--- config.mk ---
export PLATFORM = sky130hd
export DESIGN_NAME = lsq_unit
export DESIGN_NICKNAME = d
export VERILOG_FILES = /design/src/rtl/lsu_pkg.sv /design/src/rtl/lsq_unit_store_queue.sv /design/src/rtl/lsq_unit.sv
export SDC_FILE = /design/constraint.sdc
export NUM_CORES = 1
export LEC_CHECK = 0
export ABC_AREA = 1
export ABC_CLOCK_PERIOD_IN_PS = 7560
export CAP_MARGIN = 30
export CORE_UTILIZATION = 50
export CTS_CLUSTER_DIAMETER = 100
export CTS_CLUSTER_SIZE = 8
export DETAILED_ROUTE_END_ITERATION = 8
export PLACE_DENSITY = 0.68
export SYNTH_ARGS = -nofsm -noshare
export SYNTH_HDL_FRONTEND = slang
export SYNTH_SLANG_ARGS = --single-unit
--- constraint.sdc ---
create_clock -name clk -period 7.56 [get_ports clk]
set_input_delay 2.268 -clock clk [delete_from_list [all_inputs] [get_ports clk]]
set_output_delay 2.268 -clock clk [all_outputs]
set_load 0.02 [all_outputs]
--- src/rtl/lsu_pkg.sv ---
// lsq_unit shared package
// default geometry and entry/stage field layouts
package lsu_pkg;

  localparam int DATA_W_D   = 16;
  localparam int ADDR_W_D   = 16;
  localparam int ROB_W_D    = 6;
  localparam int SQ_DEPTH_D = 8;
  localparam int MEM_LAT_D  = 3;
  localparam int COMMIT_W_D = 2;

  // store entry flags; addr and data follow in that order
  typedef struct packed {
    logic valid;
    logic committed;
  } sq_flags_t;

  // load stage flags; rob and fwd_data follow in that order
  typedef struct packed {
    logic valid;
    logic fwd;
  } ld_flags_t;

endpackage

--- src/rtl/lsq_unit_store_queue.sv ---
// store_queue: circular store buffer
// commit, drain, flush truncation, youngest-match search
module store_queue
  import lsu_pkg::*;
#(
  parameter int DATA_W   = DATA_W_D,
  parameter int ADDR_W   = ADDR_W_D,
  parameter int SQ_DEPTH = SQ_DEPTH_D,
  parameter int COMMIT_W = COMMIT_W_D
) (
  input  logic                clk,
  input  logic                rst,
  input  logic                flush,
  input  logic                enq,
  input  logic [ADDR_W-1:0]   enq_addr,
  input  logic [DATA_W-1:0]   enq_data,
  input  logic [COMMIT_W-1:0] stores_to_commit,
  input  logic [ADDR_W-1:0]   ld_addr,
  output logic                full,
  output logic                hit,
  output logic [DATA_W-1:0]   hit_data,
  output logic                commit_valid,
  output logic [ADDR_W-1:0]   commit_addr,
  output logic [DATA_W-1:0]   commit_data
);

  localparam int PW = $clog2(SQ_DEPTH);

  typedef logic [PW:0]   ptr_t;
  typedef logic [PW-1:0] idx_t;

  typedef struct packed {
    sq_flags_t         f;
    logic [ADDR_W-1:0] addr;
    logic [DATA_W-1:0] data;
  } sq_entry_t;

  sq_entry_t sq [SQ_DEPTH];

  ptr_t head;
  ptr_t cmt;
  ptr_t tail;
  ptr_t occ;
  ptr_t uncmt;
  ptr_t n_cmt;
  ptr_t cmt_nxt;
  idx_t hi;
  idx_t ti;
  idx_t si;
  logic drain;
  logic do_enq;
  logic [SQ_DEPTH-1:0] new_cmt;

  // occupancy, clamped commit count, drain and enqueue
  always_comb begin
    hi    = head[PW-1:0];
    ti    = tail[PW-1:0];
    occ   = tail - head;
    uncmt = tail - cmt;
    full  = (occ == ptr_t'(SQ_DEPTH));
    if (int'(stores_to_commit) < int'(uncmt))
      n_cmt = ptr_t'(stores_to_commit);
    else
      n_cmt = uncmt;
    cmt_nxt = cmt + n_cmt;
    for (int i = 0; i < SQ_DEPTH; i++) begin
      new_cmt[i] =
        ((i - int'(cmt[PW-1:0]) + SQ_DEPTH)
         % SQ_DEPTH) < int'(n_cmt);
    end
    drain  = sq[hi].f.valid && sq[hi].f.committed;
    do_enq = enq && !full && !flush;
  end

  // youngest match wins: scan oldest to youngest
  always_comb begin
    hit      = 1'b0;
    hit_data = '0;
    si       = '0;
    for (int k = 0; k < SQ_DEPTH; k++) begin
      si = hi + idx_t'(k);
      if (sq[si].f.valid && sq[si].addr == ld_addr) begin
        hit      = 1'b1;
        hit_data = sq[si].data;
      end
    end
  end

  assign commit_valid = drain;
  assign commit_addr  = drain ? sq[hi].addr : '0;
  assign commit_data  = drain ? sq[hi].data : '0;

  // pointer and entry state update
  always_ff @(posedge clk) begin
    if (rst) begin
      head <= '0;
      cmt  <= '0;
      tail <= '0;
      for (int i = 0; i < SQ_DEPTH; i++)
        sq[i].f <= '0;
    end else begin
      cmt <= cmt_nxt;
      for (int i = 0; i < SQ_DEPTH; i++)
        if (new_cmt[i])
          sq[i].f.committed <= 1'b1;
      if (drain) begin
        sq[hi].f <= '0;
        head     <= head + ptr_t'(1);
      end
      if (flush) begin
        tail <= cmt_nxt;
        for (int i = 0; i < SQ_DEPTH; i++)
          if (!sq[i].f.committed && !new_cmt[i])
            sq[i].f.valid <= 1'b0;
      end else if (do_enq) begin
        sq[ti].f.valid     <= 1'b1;
        sq[ti].f.committed <= 1'b0;
        sq[ti].addr        <= enq_addr;
        sq[ti].data        <= enq_data;
        tail               <= tail + ptr_t'(1);
      end
    end
  end

endmodule

--- src/rtl/lsq_unit.sv ---
// lsq_unit: load/store unit top
// fixed-latency load pipeline over the store queue
module lsq_unit
  import lsu_pkg::*;
#(
  parameter int DATA_W   = DATA_W_D,
  parameter int ADDR_W   = ADDR_W_D,
  parameter int ROB_W    = ROB_W_D,
  parameter int SQ_DEPTH = SQ_DEPTH_D,
  parameter int MEM_LAT  = MEM_LAT_D,
  parameter int COMMIT_W = COMMIT_W_D
) (
  input  logic                clk,
  input  logic                rst,
  input  logic                flush,
  input  logic                in_valid,
  input  logic                in_is_ld,
  input  logic [ADDR_W-1:0]   in_addr,
  input  logic [DATA_W-1:0]   in_data,
  input  logic [ROB_W-1:0]    in_rob,
  output logic                in_stall,
  input  logic [COMMIT_W-1:0] stores_to_commit,
  output logic                commit_valid,
  output logic [ADDR_W-1:0]   commit_addr,
  output logic [DATA_W-1:0]   commit_data,
  output logic                mem_rd_valid,
  output logic [ADDR_W-1:0]   mem_rd_addr,
  input  logic [DATA_W-1:0]   mem_rd_data,
  output logic                out_valid,
  output logic [DATA_W-1:0]   out_data,
  output logic [ROB_W-1:0]    out_rob
);

  typedef struct packed {
    ld_flags_t         f;
    logic [ROB_W-1:0]  rob;
    logic [DATA_W-1:0] fwd_data;
  } ld_stage_t;

  ld_stage_t pipe [MEM_LAT];
  ld_stage_t ld_new;
  ld_stage_t last;

  logic ld_acc;
  logic sq_full;
  logic sq_hit;
  logic [DATA_W-1:0] sq_hit_data;

  store_queue #(
    .DATA_W   (DATA_W),
    .ADDR_W   (ADDR_W),
    .SQ_DEPTH (SQ_DEPTH),
    .COMMIT_W (COMMIT_W)
  ) u_sq (
    .clk              (clk),
    .rst              (rst),
    .flush            (flush),
    .enq              (in_valid && !in_is_ld),
    .enq_addr         (in_addr),
    .enq_data         (in_data),
    .stores_to_commit (stores_to_commit),
    .ld_addr          (in_addr),
    .full             (sq_full),
    .hit              (sq_hit),
    .hit_data         (sq_hit_data),
    .commit_valid     (commit_valid),
    .commit_addr      (commit_addr),
    .commit_data      (commit_data)
  );

  assign in_stall = sq_full;
  assign ld_acc   = in_valid && in_is_ld && !flush;

  // miss request and the entering load stage
  always_comb begin
    mem_rd_valid = ld_acc && !sq_hit;
    mem_rd_addr  = mem_rd_valid ? in_addr : '0;
    ld_new       = '0;
    if (ld_acc) begin
      ld_new.f.valid  = 1'b1;
      ld_new.f.fwd    = sq_hit;
      ld_new.rob      = in_rob;
      ld_new.fwd_data = sq_hit ? sq_hit_data : '0;
    end
  end

  // shift pipeline, cleared on reset or flush
  always_ff @(posedge clk) begin
    if (rst || flush) begin
      for (int i = 0; i < MEM_LAT; i++)
        pipe[i] <= '0;
    end else begin
      pipe[0] <= ld_new;
      for (int i = 1; i < MEM_LAT; i++)
        pipe[i] <= pipe[i-1];
    end
  end

  // result select: forwarded data or memory return
  always_comb begin
    last      = pipe[MEM_LAT-1];
    out_valid = last.f.valid;
    out_rob   = last.rob;
    out_data  = '0;
    if (last.f.valid)
      out_data = last.f.fwd ? last.fwd_data : mem_rd_data;
  end

endmodule
==> results.sh, run 1 <==
export IMPL_status="complete, no violations"
export IMPL_ys_types=48
export IMPL_worstPathCellList="clkdlybuf4s50_1 -> clkinv_1 -> buf_4 -> xor2_1 -> nand2_1 -> nor2_2 -> nand3_4 -> nand2_1 -> nor3_4 -> nand2_4 -> nor2_4 -> inv_2 -> buf_12 -> nor2_1 -> clkdlybuf4s50_1"
export IMPL_diodes=0
export IMPL_clk_latency_ns=0.62
export IMPL_max_stage_delay_ns=0.62
export IMPL_final_setup_skew_ns=0.03932
export IMPL_crit_required_ns=5.29
export IMPL_dieArea_um2=55120
export IMPL_wl_met2_um=42630
export IMPL_cts_tree="done"
export IMPL_met3_wirelength_um=11860
export IMPL_wirelength_um=100200
export IMPL_core_um2=53080
export IMPL_leakage_nw=13.29
export IMPL_cp_arrival_ns=5.10
export IMPL_start_kind="input port"
export IMPL_drc=0
export IMPL_synth_avg_cell_area_um2=6.682
export IMPL_synth_seq_cells=359
export IMPL_htreeDepth=2
export IMPL_synth_top_area_share_pct=28.37
export IMPL_multi_input_area_um2=14690
export IMPL_fin_hold_ws_ns=0.4020
export IMPL_max_freq_ghz=0.1356
export IMPL_detail_route_antenna_nets=0
export IMPL_holdPathStages=2
export IMPL_clkTransAtPathRegs_ns=0.05
export IMPL_grt_max_degree=230
export IMPL_slew_viol_final=0
export IMPL_cts_root_buffer="clkbuf_16"
export IMPL_seq_area_um2=9767
export IMPL_wire_per_inst_um=20.88
export IMPL_numCtsBuffers=51
export IMPL_dr_pass1_iters=7
export IMPL_synth_simple_area_share_pct=33.66
export IMPL_n_fill_cell=5142
export IMPL_yosysSeqAreaShare_pct=35.98
export IMPL_grt_overflow_total=0
export IMPL_cp_max_fo=16
export IMPL_cp_end_kind="output port"
export IMPL_drive_gt1_share_pct=5.885
export IMPL_cpMaxStageDelayCell="clkdlybuf4s50_1"
export IMPL_vdd_drop_max_mv=0.2006
export IMPL_ys_warn_count=0
export IMPL_dp_hpwl_um=66120
export IMPL_via_count=28170
export IMPL_synth_ff_type="edfxtp_1"
export IMPL_reg2regPathDepth=18
export IMPL_die_x_um=234.8
export IMPL_yosys_mux_area_fraction_pct=2.697
export IMPL_synthesis_area_um2=27090
export IMPL_port_buffers=134
export IMPL_synth_top_family_by_area="simple AND/OR/NAND/NOR gates"
export IMPL_synth_xor_area_share_pct=1.482
export IMPL_grt_pass1_vias=25000
export IMPL_rsz0062_at_grt="false"
export IMPL_synthesis_instances=4055
export IMPL_yosys_area_share_adder_pct=1.856
export IMPL_fin_util_pct=57.27
export IMPL_drt_initial_drc_count=4064
export IMPL_grt_pass1_wl_um=151500
export IMPL_top_layer_used="met4"
export IMPL_synth_async_sr_flop_share_pct=0
export IMPL_total_power_mw=7.993
export IMPL_synth_common_cells="nand2_1, nand3_1, nor2_1"
export IMPL_grt_usage_pct=35.69
export IMPL_die_h_um=234.8
export IMPL_relSlewSlack_pct=34.28
export IMPL_yosysMostFrequentCell="nand2_1"
export IMPL_numClockSinks=359
export IMPL_antenna_found_initial=1
export IMPL_hp_class="register to register"
export IMPL_worstSetupPathType="input port to output port"
export IMPL_setup_tns_final_ns=0
export IMPL_synth_compound_area_share_pct=14.10
export IMPL_rows=84
export IMPL_synth_edf_count=256
export IMPL_fin_crit_sh_pct=97.51
export IMPL_worst_slew_pin_slew_ns=0.9858
export IMPL_powerDensity_nw_per_um2=263.0
export IMPL_clk_path_buf_depth=3
export IMPL_finalSetupViolCount=0
export IMPL_hold_viol=0
export IMPL_hold_buffers=0
export IMPL_syn_to_final_growth_pct=12.19
export IMPL_viasPerCell=5.870
export IMPL_drv_cap=0
export IMPL_yosys_area_top_type="edfxtp_1"
export IMPL_gp_congestion=1.039
export IMPL_period_minus_slack_ns=7.372
export IMPL_wl_met1_um=42520
export IMPL_nNetsFinal=4183
export IMPL_initial_core_util_pct=51.05
export IMPL_ios=135
export IMPL_ys_top_cells_by_area="edfxtp_1, nand2_1, nand3_1"
[critical path, delay by kind of cell]
kind / cells / cell delay (ns)
XOR/XNOR: 1 / 0.18
AND/OR/NAND/NOR: 8 / 0.82
buffers and inverters: 6 / 1.83
[final cells by class]
type / instances / area share [%]
clock buffers: 79 / 4.577
repair buffers: 243 / 7.285
well taps: 688 / 2.832
multi-input cells: 3049 / 48.33
clock inverters: 3 / 0.1235
flip-flops and latches: 359 / 32.13
inverters: 379 / 4.725
[placed cells by master, fill, tap and decap left out, drive strengths merged, types with 80 or more instances in the layout]
cell / count
a21oi: 138
edfxtp: 256
o21ai: 449
o211ai: 80
nor2: 441
clkdlybuf4s50: 133
buf: 109
dfxtp: 103
inv: 374
nand2: 1121
nand3: 559
[through the flow]
step                      instances  area (um^2)  setup WS (ns)
after CTS                      4798        30370         0.1748
after global placement         4715        28930         0.2112
after global routing           4800        30400       0.006814
final                          4800        30400         0.1881
after detailed placement       4716        28940         0.1774
after floorplan                4060        27110          1.008
[power by group]
group	total, mW	switching, mW	leakage (nW)	internal, mW
clock	2.14	0.893	0.686	1.25
combinational	3.62	2.51	9.46	1.11
sequential	2.23	0.0570	3.14	2.17
total	7.99	3.46	13.3	4.53
[routing by layer]
layer / track usage [%] / vias to the layer above
li1: - / 13460
met1: 50.59 / 12830
met2: 53.74 / 1663
met3: 7.448 / 229
met4: 12.44 / 0
met5: 0 / -
[state kept, by name, summed over array words and instances (netlist names), named ones only]
signal and count:
u_sq.tail 4, u_sq.cmt 4, u_sq.head 4, u_sq.sq 272, pipe 72
[path summary, 6_finish.rpt]
| check | from | end | slack (ns) |
|---|---|---|---|
| max | in_addr[7] | mem_rd_addr[2] | 0.19 |
| min | pipe[0][37] | pipe[0][61] | 0.40 |
| max reg2reg | u_sq.head[0] | pipe[0][5] | 2.69 |
| min reg2reg | pipe[0][37] | pipe[0][61] | 0.40 |
[timing repair]
| action | CTS | global route |
|---|---|---|
| setup endpoints to repair | 0 | 14 |
| buffers inserted | 0 | 1 |
| gates resized for setup | 0 | 3 |
[cell families after synthesis]
logic type      after synthesis
fa+ha+maj                    39
other cells                   2
buf+inv                     652
mux                          73
xor+xnor                     45
flops                       359
simple gates               2179
compound gates              706
(Power assumes the default switching activity.)
==> run 2: changes to the inputs <==
--- a/config.mk
+++ b/config.mk
@@ -12,7 +12,7 @@
 export CTS_CLUSTER_DIAMETER = 100
 export CTS_CLUSTER_SIZE = 8
 export DETAILED_ROUTE_END_ITERATION = 8
-export PLACE_DENSITY = 0.68
+export DONT_BUFFER_PORTS = 1
 export SYNTH_ARGS = -nofsm -noshare
 export SYNTH_HDL_FRONTEND = slang
 export SYNTH_SLANG_ARGS = --single-unit
==> results.sh, run 2 (synthesis gave the netlist of run 1 again) <==
export IMPL_status="complete, no violations"
export IMPL_wire_per_inst_um=22.28
export IMPL_largest_reg_flops=272
export IMPL_syn_to_final_growth_pct=7.218
export IMPL_drt_initial_drc_count=3360
export IMPL_crit_required_ns=5.29
export IMPL_drive_gt1_share_pct=5.408
export IMPL_p_comb_share_pct=44.2
export IMPL_nNetsFinal=4019
export IMPL_layout_common_cells="nand2_1, nand3_1, o21ai_0"
export IMPL_holdPathStages=2
export IMPL_hp_class="register to register"
export IMPL_design_area_um2=29050
export IMPL_cpMaxStageDelayCell="buf_4"
export IMPL_hold_buffers=0
export IMPL_slew_viol_final=0
export IMPL_core_um2=53080
export IMPL_layout_cells_non_filler=4645
export IMPL_numClockSinks=359
export IMPL_r2r_end="pipe[0][15]"
export IMPL_clkTransAtPathRegs_ns=0.05
export IMPL_drv_cap=0
export IMPL_wirelength_um=103500
export IMPL_diodes=0
export IMPL_gp_congestion=1.011
export IMPL_cp_end_kind="output port"
export IMPL_grt_overflow_total=0
export IMPL_final_setup_skew_ns=0.04011
export IMPL_detail_route_antenna_nets=0
export IMPL_cts_root_buffer="clkbuf_16"
export IMPL_grt_usage_pct=36.75
export IMPL_hold_viol=0
export IMPL_clk_latency_ns=0.62
export IMPL_largest_register="u_sq.sq"
export IMPL_multi_input_area_um2=14690
export IMPL_worst_slew_pin_slew_ns=0.9949
export IMPL_cts_tree="done"
export IMPL_power_switching_mw=3.445
export IMPL_holdPathEnd="pipe[0][46]"
export IMPL_drc=0
export IMPL_vdd_drop_max_mv=0.2390
export IMPL_worstPathCellList="inv_4 -> ha_1 -> xnor2_4 -> buf_4 -> nand3_1 -> a21oi_1 -> nor3_1 -> nand2_1 -> nor2_2 -> nand3_4 -> nand2_1 -> nor3_4 -> nand2_4 -> nor2_4 -> inv_2 -> nor2_2 -> buf_4"
export IMPL_start_kind="register"
export IMPL_fin_util_pct=54.73
export IMPL_max_freq_ghz=0.1401
export IMPL_viasPerCell=6.038
export IMPL_grt_max_degree=245
export IMPL_r2r_slack_ns=2.54
export IMPL_die_x_um=234.8
export IMPL_place_area_um2=27500
export IMPL_via_count=28050
export IMPL_ios=135
export IMPL_rows=84
export IMPL_relSlewSlack_pct=33.68
export IMPL_htreeDepth=2
export IMPL_grt_pass1_wl_um=155000
export IMPL_period_minus_slack_ns=7.137
export IMPL_top_regs="u_sq.sq: 272 flops, pipe: 72 flops"
export IMPL_mostFrequentLayoutCell="nand2_1"
export IMPL_switching_share_pct=43.11
export IMPL_powerDensity_nw_per_um2=275.1
export IMPL_clk_path_buf_depth=3
export IMPL_numCtsBuffers=52
export IMPL_port_buffers=0
export IMPL_antenna_found_initial=3
export IMPL_worstSetupPathType="register to output port"
export IMPL_fin_crit_sh_pct=94.41
export IMPL_dp_cells=4552
export IMPL_initial_core_util_pct=51.05
export IMPL_max_stage_delay_ns=0.72
export IMPL_grt_pass1_vias=25770
export IMPL_hold_start="pipe[0][22]"
export IMPL_dr_pass1_iters=6
export IMPL_p_seq_share_pct=28.2
export IMPL_clkPwrFrac_pct=27.6
export IMPL_dieArea_um2=55120
export IMPL_worstReg2RegStart="u_sq.head[2]"
export IMPL_finalSetupViolCount=0
export IMPL_rsz0062_at_grt="false"
export IMPL_n_fill_cell=5183
export IMPL_seq_area_um2=9767
export IMPL_dp_hpwl_um=69440
export IMPL_post_cts_resized=0
export IMPL_cts_setup_buffers=0
export IMPL_p_int_mw=4.546
export IMPL_die_h_um=234.8
export IMPL_cp_arrival_ns=4.87
export IMPL_reg2regPathDepth=20
export IMPL_setup_tns_final_ns=0
export IMPL_cp_max_fo=59
export IMPL_leakage_nw=12.75
## run 2: changes by cell type in the layout (fill, tap and decap cells not counted), moves of 3 or more
cell and change:
buf_16 +5, clkbuf_16 +3, clkdlybuf4s50_1 -133, buf_4 -38, clkbuf_1 +6, buf_12 +4
## run 2: worst max-delay path by stage
stage,startpoint,endpoint,slack [ns],cells after the start
6_report,u_sq.head[1],mem_rd_addr[10],0.42,17
2_1_floorplan,in_addr[10],mem_rd_addr[10],1.01,15
4_1_cts,u_sq.head[1],mem_rd_addr[10],0.49,17
3_5_place_dp,in_addr[0],mem_rd_addr[10],0.78,12
5_1_grt,u_sq.head[1],mem_rd_addr[0],0.27,19
3_3_place_gp,in_addr[0],mem_rd_addr[10],0.78,12
## run 2: cell type report
type                       count  share of cell area [%]
clock buffer                  88                   5.125
timing repair buffer          78                   2.662
inverter                     379                   4.931
multi-input combinational   3049                   50.57
tap                          688                   2.963
clock inverter                 4                  0.1292
sequential                   359                   33.62
## run 2: worst max-delay path, delay by kind of cell, from the launching register on
kind	cells	cell delay (ns)
buffers and inverters	4	1.40
and+or+nand+nor	10	1.31
DFF	1	0.62
AOI/OAI and AO/OA	1	0.35
adders and majority gates	1	0.34
xor gates and xnor gates	1	0.16
## run 2: stage by stage
step | power, mW | setup slack (ns) | hold slack, ns
4_1_cts | 7.942 | 0.4934 | 0.4067
3_5_place_dp | 5.727 | 0.7810 | 0.3971
2_1_floorplan | 4.746 | 1.008 | 0.3936
3_3_place_gp | 5.660 | 0.7770 | 0.3948
6_report | 7.991 | 0.4226 | 0.4042
5_1_grt | 8.441 | 0.2715 | 0.4146
## run 2: metal layers
layer  up-vias  global-route usage (%)  wire length [um]
met4         4                   17.22              4912
met3       307                   6.920             10380
li1      13130                       -                 -
met5         -                       0                27
met2      1592                   57.34             45510
met1     13010                   49.25             42670
## run 2: power by group through the flow
stage / logic [mW] / clock network [mW] / registers [mW]
3_5_place_dp: 3.44 / 0 / 2.29
3_3_place_gp: 3.37 / 0 / 2.29
6_report: 3.53 / 2.21 / 2.25
5_1_grt: 3.87 / 2.31 / 2.26
4_1_cts: 3.46 / 2.24 / 2.25
2_1_floorplan: 2.50 / 0 / 2.25
